**src/rtl/e203_icb2axi_pkg.sv**
```systemverilog
// Shared types and AXI encodings for the ICB-to-AXI64 bridge.
package e203_icb2axi_pkg;

  typedef enum logic [2:0] {
    ST_IDLE,
    ST_RD_AR,
    ST_RD_R,
    ST_WR_AWW,
    ST_WR_B,
    ST_RSP
  } state_e;

  localparam logic [1:0]  AXI_BURST_INCR  = 2'b01;
  localparam logic [2:0]  AXI_SIZE_4B     = 3'b010;
  localparam logic [1:0]  AXI_RESP_SLVERR = 2'b10;
  localparam logic [15:0] TIMEOUT_MAX     = 16'hFFFF;

  // SLVERR and DECERR both carry bit 1; OKAY/EXOKAY do not.
  function automatic logic resp_err(input logic [1:0] resp, input logic id_bad);
    return (|(resp & AXI_RESP_SLVERR)) | id_bad;
  endfunction

endpackage

```
**src/rtl/e203_icb2axi_lane.sv**
```systemverilog
// 32<->64 bit lane steering, shared by the write and read directions.
module e203_icb2axi_lane (
  input  logic        lane,
  input  logic [31:0] wdata_in,
  input  logic [3:0]  wmask_in,
  input  logic [63:0] rdata_in,
  output logic [63:0] wdata_out,
  output logic [7:0]  wstrb_out,
  output logic [31:0] rdata_out
);
  assign wdata_out = {wdata_in, wdata_in};
  assign wstrb_out = lane ? {wmask_in, 4'b0000} : {4'b0000, wmask_in};
  assign rdata_out = lane ? rdata_in[63:32] : rdata_in[31:0];
endmodule

```
**src/rtl/e203_icb2axi64_bridge.sv**
```systemverilog
// ICB (32-bit) to single-beat AXI4 (64-bit) bridge, one transaction outstanding.
// Optional response timeout with stale-beat drain: define E203_ICB2AXI_TIMEOUT_EN.
module e203_icb2axi64_bridge
  import e203_icb2axi_pkg::*;
#(
  parameter int              ID_W   = 4,
  parameter logic [ID_W-1:0] AXI_ID = '0
) (
  input  logic            clk,
  input  logic            rst_n,
  input  logic            icb_cmd_valid,
  output logic            icb_cmd_ready,
  input  logic [31:0]     icb_cmd_addr,
  input  logic            icb_cmd_read,
  input  logic [31:0]     icb_cmd_wdata,
  input  logic [3:0]      icb_cmd_wmask,
  output logic            icb_rsp_valid,
  input  logic            icb_rsp_ready,
  output logic [31:0]     icb_rsp_rdata,
  output logic            icb_rsp_err,
  output logic            axi_arvalid,
  input  logic            axi_arready,
  output logic [31:0]     axi_araddr,
  output logic [ID_W-1:0] axi_arid,
  output logic [7:0]      axi_arlen,
  output logic [2:0]      axi_arsize,
  output logic [1:0]      axi_arburst,
  input  logic            axi_rvalid,
  output logic            axi_rready,
  input  logic [63:0]     axi_rdata,
  input  logic [1:0]      axi_rresp,
  input  logic            axi_rlast,
  input  logic [ID_W-1:0] axi_rid,
  output logic            axi_awvalid,
  input  logic            axi_awready,
  output logic [31:0]     axi_awaddr,
  output logic [ID_W-1:0] axi_awid,
  output logic [7:0]      axi_awlen,
  output logic [2:0]      axi_awsize,
  output logic [1:0]      axi_awburst,
  output logic            axi_wvalid,
  input  logic            axi_wready,
  output logic [63:0]     axi_wdata,
  output logic [7:0]      axi_wstrb,
  output logic            axi_wlast,
  input  logic            axi_bvalid,
  output logic            axi_bready,
  input  logic [1:0]      axi_bresp,
  input  logic [ID_W-1:0] axi_bid
);

  state_e      state_q, state_d;
  logic [31:0] addr_q, wdata_q, rsp_rdata_q;
  logic [3:0]  wmask_q;
  logic        read_q, lane_q, rsp_err_q, cmd_rdy_q;
  logic        arvalid_q, awvalid_q, wvalid_q, aw_done_q, w_done_q;
  logic        cmd_hs, ar_hs, aw_hs, w_hs, r_beat, b_beat;
  logic        aw_done_d, w_done_d, tmo_hit, draining;
  logic [31:0] lane_rdata;
  logic        unused_rlast;

  assign unused_rlast = axi_rlast;

  e203_icb2axi_lane u_lane (
    .lane      (lane_q),
    .wdata_in  (wdata_q),
    .wmask_in  (wmask_q),
    .rdata_in  (axi_rdata),
    .wdata_out (axi_wdata),
    .wstrb_out (axi_wstrb),
    .rdata_out (lane_rdata)
  );

  assign cmd_hs    = icb_cmd_valid & cmd_rdy_q;
  assign ar_hs     = arvalid_q & axi_arready;
  assign aw_hs     = awvalid_q & axi_awready;
  assign w_hs      = wvalid_q & axi_wready;
  assign r_beat    = (state_q == ST_RD_R) & axi_rvalid;
  assign b_beat    = (state_q == ST_WR_B) & axi_bvalid;
  assign aw_done_d = aw_done_q | aw_hs;
  assign w_done_d  = w_done_q | w_hs;

`ifdef E203_ICB2AXI_TIMEOUT_EN
  logic [15:0] cnt_q;
  logic        drain_q, wait_st;

  assign wait_st  = (state_q == ST_RD_R) | (state_q == ST_WR_B);
  assign tmo_hit  = wait_st & (cnt_q == TIMEOUT_MAX) & ~(r_beat | b_beat);
  assign draining = drain_q;

  // The drain flag stays up until the abandoned R/B beat has been swallowed.
  always_ff @(posedge clk or negedge rst_n) begin
    if (!rst_n) begin
      cnt_q   <= '0;
      drain_q <= 1'b0;
    end else begin
      cnt_q   <= (wait_st && state_d == state_q) ? cnt_q + 16'd1 : 16'd0;
      drain_q <= tmo_hit | (drain_q & ~(axi_rvalid | axi_bvalid));
    end
  end
`else
  assign tmo_hit  = 1'b0;
  assign draining = 1'b0;
`endif

  always_ff @(posedge clk or negedge rst_n) begin
    if (!rst_n) state_q <= ST_IDLE;
    else        state_q <= state_d;
  end

  always_comb begin
    state_d = state_q;
    case (state_q)
      ST_IDLE:   if (cmd_hs) state_d = icb_cmd_read ? ST_RD_AR : ST_WR_AWW;
      ST_RD_AR:  if (ar_hs) state_d = ST_RD_R;
      ST_RD_R:   if (r_beat || tmo_hit) state_d = ST_RSP;
      ST_WR_AWW: if (aw_done_d && w_done_d) state_d = ST_WR_B;
      ST_WR_B:   if (b_beat || tmo_hit) state_d = ST_RSP;
      ST_RSP:    if (icb_rsp_ready) state_d = ST_IDLE;
      default:   state_d = ST_IDLE;
    endcase
  end

  always_comb begin
    icb_cmd_ready = cmd_rdy_q;
    icb_rsp_valid = (state_q == ST_RSP);
    icb_rsp_rdata = read_q ? rsp_rdata_q : 32'd0;
    icb_rsp_err   = rsp_err_q;
    axi_arvalid   = arvalid_q;
    axi_awvalid   = awvalid_q;
    axi_wvalid    = wvalid_q;
    axi_rready    = (state_q == ST_RD_R) | draining;
    axi_bready    = (state_q == ST_WR_B) | draining;
    axi_araddr    = addr_q;
    axi_awaddr    = addr_q;
    axi_arid      = AXI_ID;
    axi_awid      = AXI_ID;
    axi_arlen     = 8'd0;
    axi_awlen     = 8'd0;
    axi_arsize    = AXI_SIZE_4B;
    axi_awsize    = AXI_SIZE_4B;
    axi_arburst   = AXI_BURST_INCR;
    axi_awburst   = AXI_BURST_INCR;
    axi_wlast     = 1'b1;
  end

  // Valids rise one cycle after entering the address state and are held off while draining.
  always_ff @(posedge clk or negedge rst_n) begin
    if (!rst_n) begin
      addr_q      <= '0;
      wdata_q     <= '0;
      wmask_q     <= '0;
      read_q      <= 1'b0;
      lane_q      <= 1'b0;
      cmd_rdy_q   <= 1'b0;
      arvalid_q   <= 1'b0;
      awvalid_q   <= 1'b0;
      wvalid_q    <= 1'b0;
      aw_done_q   <= 1'b0;
      w_done_q    <= 1'b0;
      rsp_rdata_q <= '0;
      rsp_err_q   <= 1'b0;
    end else begin
      cmd_rdy_q <= (state_d == ST_IDLE);
      if (cmd_hs) begin
        addr_q  <= icb_cmd_addr;
        wdata_q <= icb_cmd_wdata;
        wmask_q <= icb_cmd_wmask;
        read_q  <= icb_cmd_read;
        lane_q  <= icb_cmd_addr[2];
      end
      arvalid_q <= (state_q == ST_RD_AR) & ~ar_hs & ~draining;
      awvalid_q <= (state_q == ST_WR_AWW) & ~aw_done_d & ~draining;
      wvalid_q  <= (state_q == ST_WR_AWW) & ~w_done_d & ~draining;
      aw_done_q <= (state_d == ST_WR_AWW) & aw_done_d;
      w_done_q  <= (state_d == ST_WR_AWW) & w_done_d;
      if (r_beat) begin
        rsp_rdata_q <= lane_rdata;
        rsp_err_q   <= resp_err(axi_rresp, axi_rid != AXI_ID);
      end else if (b_beat) begin
        rsp_rdata_q <= '0;
        rsp_err_q   <= resp_err(axi_bresp, axi_bid != AXI_ID);
      end else if (tmo_hit) begin
        rsp_rdata_q <= '0;
        rsp_err_q   <= 1'b1;
      end
    end
  end

endmodule

```
**config.mk**
```make
export PLATFORM = sky130hd
export DESIGN_NAME = e203_icb2axi64_bridge
export DESIGN_NICKNAME = d
export VERILOG_FILES = /design/src/rtl/e203_icb2axi_pkg.sv /design/src/rtl/e203_icb2axi_lane.sv /design/src/rtl/e203_icb2axi64_bridge.sv
export SDC_FILE = /design/constraint.sdc
export NUM_CORES = 1
export LEC_CHECK = 0
export ABC_CLOCK_PERIOD_IN_PS = 2070
export CAP_MARGIN = 10
export CORE_AREA = 5 5 140 142
export CTS_CLUSTER_SIZE = 30
export DETAILED_ROUTE_END_ITERATION = 7
export DIE_AREA = 0 0 145 147
export PLACE_DENSITY = 0.66
export SKIP_CTS_REPAIR_TIMING = 1
export SYNTH_ARGS = -nofsm -noshare
export SYNTH_HDL_FRONTEND = slang
export SYNTH_SLANG_ARGS = --single-unit
```
**constraint.sdc**
```tcl
create_clock -name clk -period 2.07 [get_ports clk]
set_input_delay 0.207 -clock clk [delete_from_list [all_inputs] [get_ports clk]]
set_output_delay 0.207 -clock clk [all_outputs]
set_load 0.005 [all_outputs]
```
Yosys cells after proc, flatten, opt, wreduce, memory -nomap -nowiden
Cells that the tools add are included.
{"block": "totals", "register_bits": 112, "in_bits": 155, "output_inout_bits": 211, "elab_cells": 59}
{"block": "classes", "eq_ne": 6, "n_mux": 15, "bitwise": 18, "n_reduce_logical": 6}
{"op": "$mux W32", "count": 4}
{"op": "$mux W3", "count": 6}
{"op": "$pmux W3 S6", "count": 1}
{"op": "$and A1 B1 Y1", "count": 11}
{"op": "$eq A3 B2 Y1 const B", "count": 3}
{"op": "$mux W8", "count": 1}
{"op": "$reduce_bool A4 Y1", "count": 2}
{"op": "$eq A3 B3 Y1 const B", "count": 2}
{"op": "$logic_not A3 Y1", "count": 2}
{"op": "$or A1 B1 Y1", "count": 4}
{"op": "$eq A3 B1 Y1 const B", "count": 1}
{"op": "$not A1 Y1", "count": 3}
{"op": "$mux W1", "count": 2}
{"op": "$mux W2", "count": 1}
{"op": "$reduce_bool A2 Y1", "count": 1}
{"op": "$logic_and A1 B1 Y1", "count": 1}

Logic depth before layout (Yosys ltp)
{"block": "logic_depth", "depth_word": 7, "mapped_depth": 6, "depth_no_buf": 4}

By module
A second synthesis with hierarchy kept.
{"block": "unflattened", "hier_cells": 484, "area_unflattened_um2": 5874.4}
{"mod": "e203_icb2axi64_bridge", "n_inst": 1, "cells_each": 376, "area_each_um2": 4934.7, "seq_area_each_um2": 2777.7}
{"mod": "e203_icb2axi_lane", "n_inst": 1, "cells_each": 108, "area_each_um2": 939.7, "seq_area_each_um2": 0.0}

Least setup slack after synthesis
Ideal clock, no wire load.
{"block": "synth_timing", "kind": "reg2reg", "from": "register state_q[2]", "to": "register state_q[0]", "setup_ns": 0.124, "arrival_time_ns": 1.403, "t_required_ns": 1.946, "slack_ns": 0.543, "path_stages_with_launch": 6, "n_path_buf": 1, "period_less_slack_ns": 1.527, "path_cell_list": "dfrtp_1 buf_4 nor4bb_1 a31oi_4 or3b_1 or2_1"}
{"block": "synth_via", "elab_chain_len": 4, "elab_cells_between_ends": 11, "classes_between": "eq/ne: 5; mux: 3; bitwise: 2; reduce/logical: 1"}
{"element": "start, declared", "line": "e203_icb2axi64_bridge.sv:52", "rtl": "state_e state_q, state_d;"}
{"element": "start signal, assigned", "line": "e203_icb2axi64_bridge.sv:108", "rtl": "else state_q <= state_d;"}
{"element": "$eq A3 B3 Y1 / $eq A3 B2 Y1 (equally long branches)", "line": "e203_icb2axi64_bridge.sv:79, e203_icb2axi64_bridge.sv:113, e203_icb2axi64_bridge.sv:78"}
{"element": "$and A1 B1 Y1 (on tied branches)", "line": "e203_icb2axi64_bridge.sv:79, e203_icb2axi64_bridge.sv:78"}
{"element": "$mux W3 (on tied branches)", "line": "e203_icb2axi64_bridge.sv:118, e203_icb2axi64_bridge.sv:116"}
{"element": "$pmux W3 S6 *", "line": "e203_icb2axi64_bridge.sv:113", "rtl": "case (state_q)"}
{"element": "net state_d[0]", "line": "e203_icb2axi64_bridge.sv:52"}
Mark *: on every way through the listed nets, which the timed path passes. The rest lies on a longest branch.
A chain may end at the register's enable or synchronous reset.

Worst setup path in the final report
{"block": "layout_timing", "from": "register state_q[2]", "to": "output axi_rready"}
{"block": "layout_via", "elab_chain_len": 1}
{"element": "$eq A3 B2 Y1", "line": "e203_icb2axi64_bridge.sv:132", "rtl": "axi_rready = (state_q == ST_RD_R) | draining;"}
{"element": "end, declared", "line": "e203_icb2axi64_bridge.sv:29", "rtl": "output logic axi_rready,"}
No other way between the ends.

==> flow_metrics.env <==
export IMPL_period_minus_slack_ns=1.96
export IMPL_drtIter0Drc=71
export IMPL_synth_most_common_cell="dfrtp_1"
export IMPL_synth_top_area_share_pct=50.1
export IMPL_antenna_found_initial=2
export IMPL_crit_buf_inv=1
export IMPL_maxClockFrequency_mhz=510
export IMPL_syn_area_um2=5550
export IMPL_p_total_mw=11.8
export IMPL_syn_inst=486
export IMPL_gr_total_overflow=0
export IMPL_core_region_area_um2=18300
export IMPL_critical_path_top_delay_family="buffers and inverters"
export IMPL_placedInstanceArea_um2=8490
export IMPL_vias=4281
export IMPL_r2r_start="state_q[1]$_DFF_PN0_"
export IMPL_grt_max_degree=112
export IMPL_cts_sinks=111
export IMPL_clock_latency_ns=0.35
export IMPL_status="complete, no violations"
export IMPL_crit_path_start_kind="register"
export IMPL_clockBufferDepth=2
export IMPL_yosys_top_cells_area="dfrtp_1 (50%), mux2_2 (14%), buf_4 (14%)"
export IMPL_via_per_inst=4.35
export IMPL_cp_arrival_ns=1.75
export IMPL_maxCapViolCount=0
export IMPL_preCtsSetupSlack_ns=0.209
export IMPL_worst_setup_path_end_kind="primary output"
export IMPL_clock_skew_ns=0.0103
export IMPL_rsz0062_at_grt="false"
export IMPL_p_per_area_nw_per_um2=1340
export IMPL_synth_edf_count=0
export IMPL_root_buffer="clkbuf_16"
export IMPL_num_io_pins=366
export IMPL_path_clk_slew_ns=0.08
export IMPL_grt_usage_pct=14.5
export IMPL_dieHeight_um=147
export IMPL_antenna_left=0
export IMPL_cts_buffers=9
export IMPL_fin_tns_setup_ns=0
export IMPL_drive_above_1_share_pct=13.6
export IMPL_syn_avg_cell_area_um2=11.4
export IMPL_floorplan_die_width_um=145
export IMPL_synth_top_cell_by_area="dfrtp_1"
export IMPL_wl_per_cell_um=16.4
export IMPL_cpMaxStageDelayCell="clkdlybuf4s50_1"
export IMPL_crit_path_max_incr_delay_ns=0.53
export IMPL_ys_async_sr_fraction_pct=100
export IMPL_hold_class="input port to async pin"
export IMPL_worst_slack_ns=0.109
export IMPL_route_detailed_drc=0
export IMPL_ir_drop_uv=684
export IMPL_tightest_slew_ns=0.632
export IMPL_die_area_um2=21300
export IMPL_path_max_fanout=10
export IMPL_seq_area_frac_synth_pct=50.1
export IMPL_slew_headroom_pct=57.9
export IMPL_critPathRequiredTime_ns=1.86
export IMPL_fin_nets=899
export IMPL_dpl_hpwl_um=12900
export IMPL_initial_core_util_pct=30.3
export IMPL_leakage_nw=3.75
export IMPL_grt_pass1_wl_um=25000
export IMPL_num_rows=50
export IMPL_first_pass_iters=4
export IMPL_yosysWarnings=0
export IMPL_final_area_um2=8800
export IMPL_htree_levels=3
export IMPL_first_global_vias=4402
export IMPL_ys_seq_elements=111
export IMPL_syn_to_final_growth_pct=58.7
export IMPL_cp_cell_sequence="nor2_4 -> and2_1 -> clkdlybuf4s50_1"
export IMPL_crit_start="state_q[2]$_DFF_PN0_"
export IMPL_io_buffers=327
export IMPL_ys_flop_type="dfrtp_1"
export IMPL_path_class="register to primary output"
export IMPL_hold_viol=0
export IMPL_fin_crit_sh_pct=94.7
export IMPL_place_congestion=0.752
export IMPL_cts_tree="yes"
export IMPL_wl_um=16200
export IMPL_slew_viol_final=0
export IMPL_synth_distinct_cells=34
export IMPL_finalSetupViolCount=0
export IMPL_yosys_top_cells_count="dfrtp_1 (111), buf_4 (102), mux2_2 (69), and2_1 (37), nand2_1 (35)"
-- final timing paths --
check,slack (ns),cells past startpoint,end
worst max-delay path,0.11,3,axi_rready
worst min-delay path,0.45,3,axi_araddr[30]$_DFFE_PN0P_
worst max register to register,0.27,4,icb_rsp_err$_DFFE_PN0P_
worst min register to register,0.47,2,rsp_rdata_q[5]$_DFFE_PN0P_
max in group asynchronous,1.10,3,wdata_q[0]$_DFFE_PN0P_
min in group clk,0.47,2,wdata_q[12]$_DFFE_PN0P_
-- final cells by class --
type | instances | area (µm²)
Antenna cell | 1 | 2.50
Sequential cell | 111 | 2780
Clock inverter | 6 | 67.6
Tap cell | 234 | 293
Multi-Input combinational cell | 283 | 2050
Clock buffer | 10 | 229
Timing Repair Buffer | 338 | 3380
Fill cell | 1670 | 9530
Inverter | 1 | 3.75
-- routing by layer --
metal  vias up  global-route usage (%)  part of all wire [%]
met5         -                       0                 0.074
met3        11                    5.12                   8.8
met2       197                    26.8                    54
met1      2059                    16.1                    37
met4         2                    3.01                  0.92
li1       2012                       -                     -
-- logic make-up (layout without fill, tap and decap cells) --
family | Yosys count | count (layout) | synth area share, %
flops | 111 | 111 | 50.1
buf+inv | 125 | 355 | 15.5
other cells | 2 | 36 | 0.135
compound gates | 44 | 44 | 4.47
mux | 101 | 101 | 19.8
simple gates | 103 | 103 | 10.0
-- per-stage QoR --
step                instances  util (%)  hold slack (ns)
floorplan                 519         -          -0.0886
global placement          966      46.3            0.335
detailed placement        966      46.3            0.341
CTS                       982      47.9          -0.0438
global route              984      48.0            0.453
finish                    984      48.0            0.447
-- worst reg2reg max path: cells and delay by family, from the launching register on --
kind / cells / cell delay (ns)
and+or+nand+nor: 1 / 0.56
DFF: 1 / 0.54
AOI/OAI and AO/OA: 2 / 0.34
buffers and inverters: 1 / 0.27
-- power breakdown --
group	switching [mW]	total (mW)	internal [mW]
registers	0.811	3.99	3.18
logic	1.98	6.08	4.10
clock network	0.818	1.77	0.948
-- layout by cell type, fill, tap and decap left out, types with 2 or more instances in the layout --
cell type,n
a21o_1,2
a21oi_1,7
and2_1,37
buf_12,2
buf_4,9
clkbuf_16,9
clkdlybuf4s50_1,326
clkinvlp_4,2
conb_1,35
dfrtp_1,109
dfrtp_2,2
inv_6,2
mux2_2,69
mux2i_1,32
nand2_1,34
nand3_1,2
nand3b_1,2
nor2_1,5
nor2b_1,4
nor3_1,4
nor3b_1,2
o21ai_0,32
-- sequential cells by signal, indices dropped and copies added, names as in the netlist, 3 cells and up --
name / count
rsp_rdata_q: 32
axi_araddr: 32
state_q: 3
wdata_q: 32
wmask_q: 4
Power figures use the tool's default switching activity.
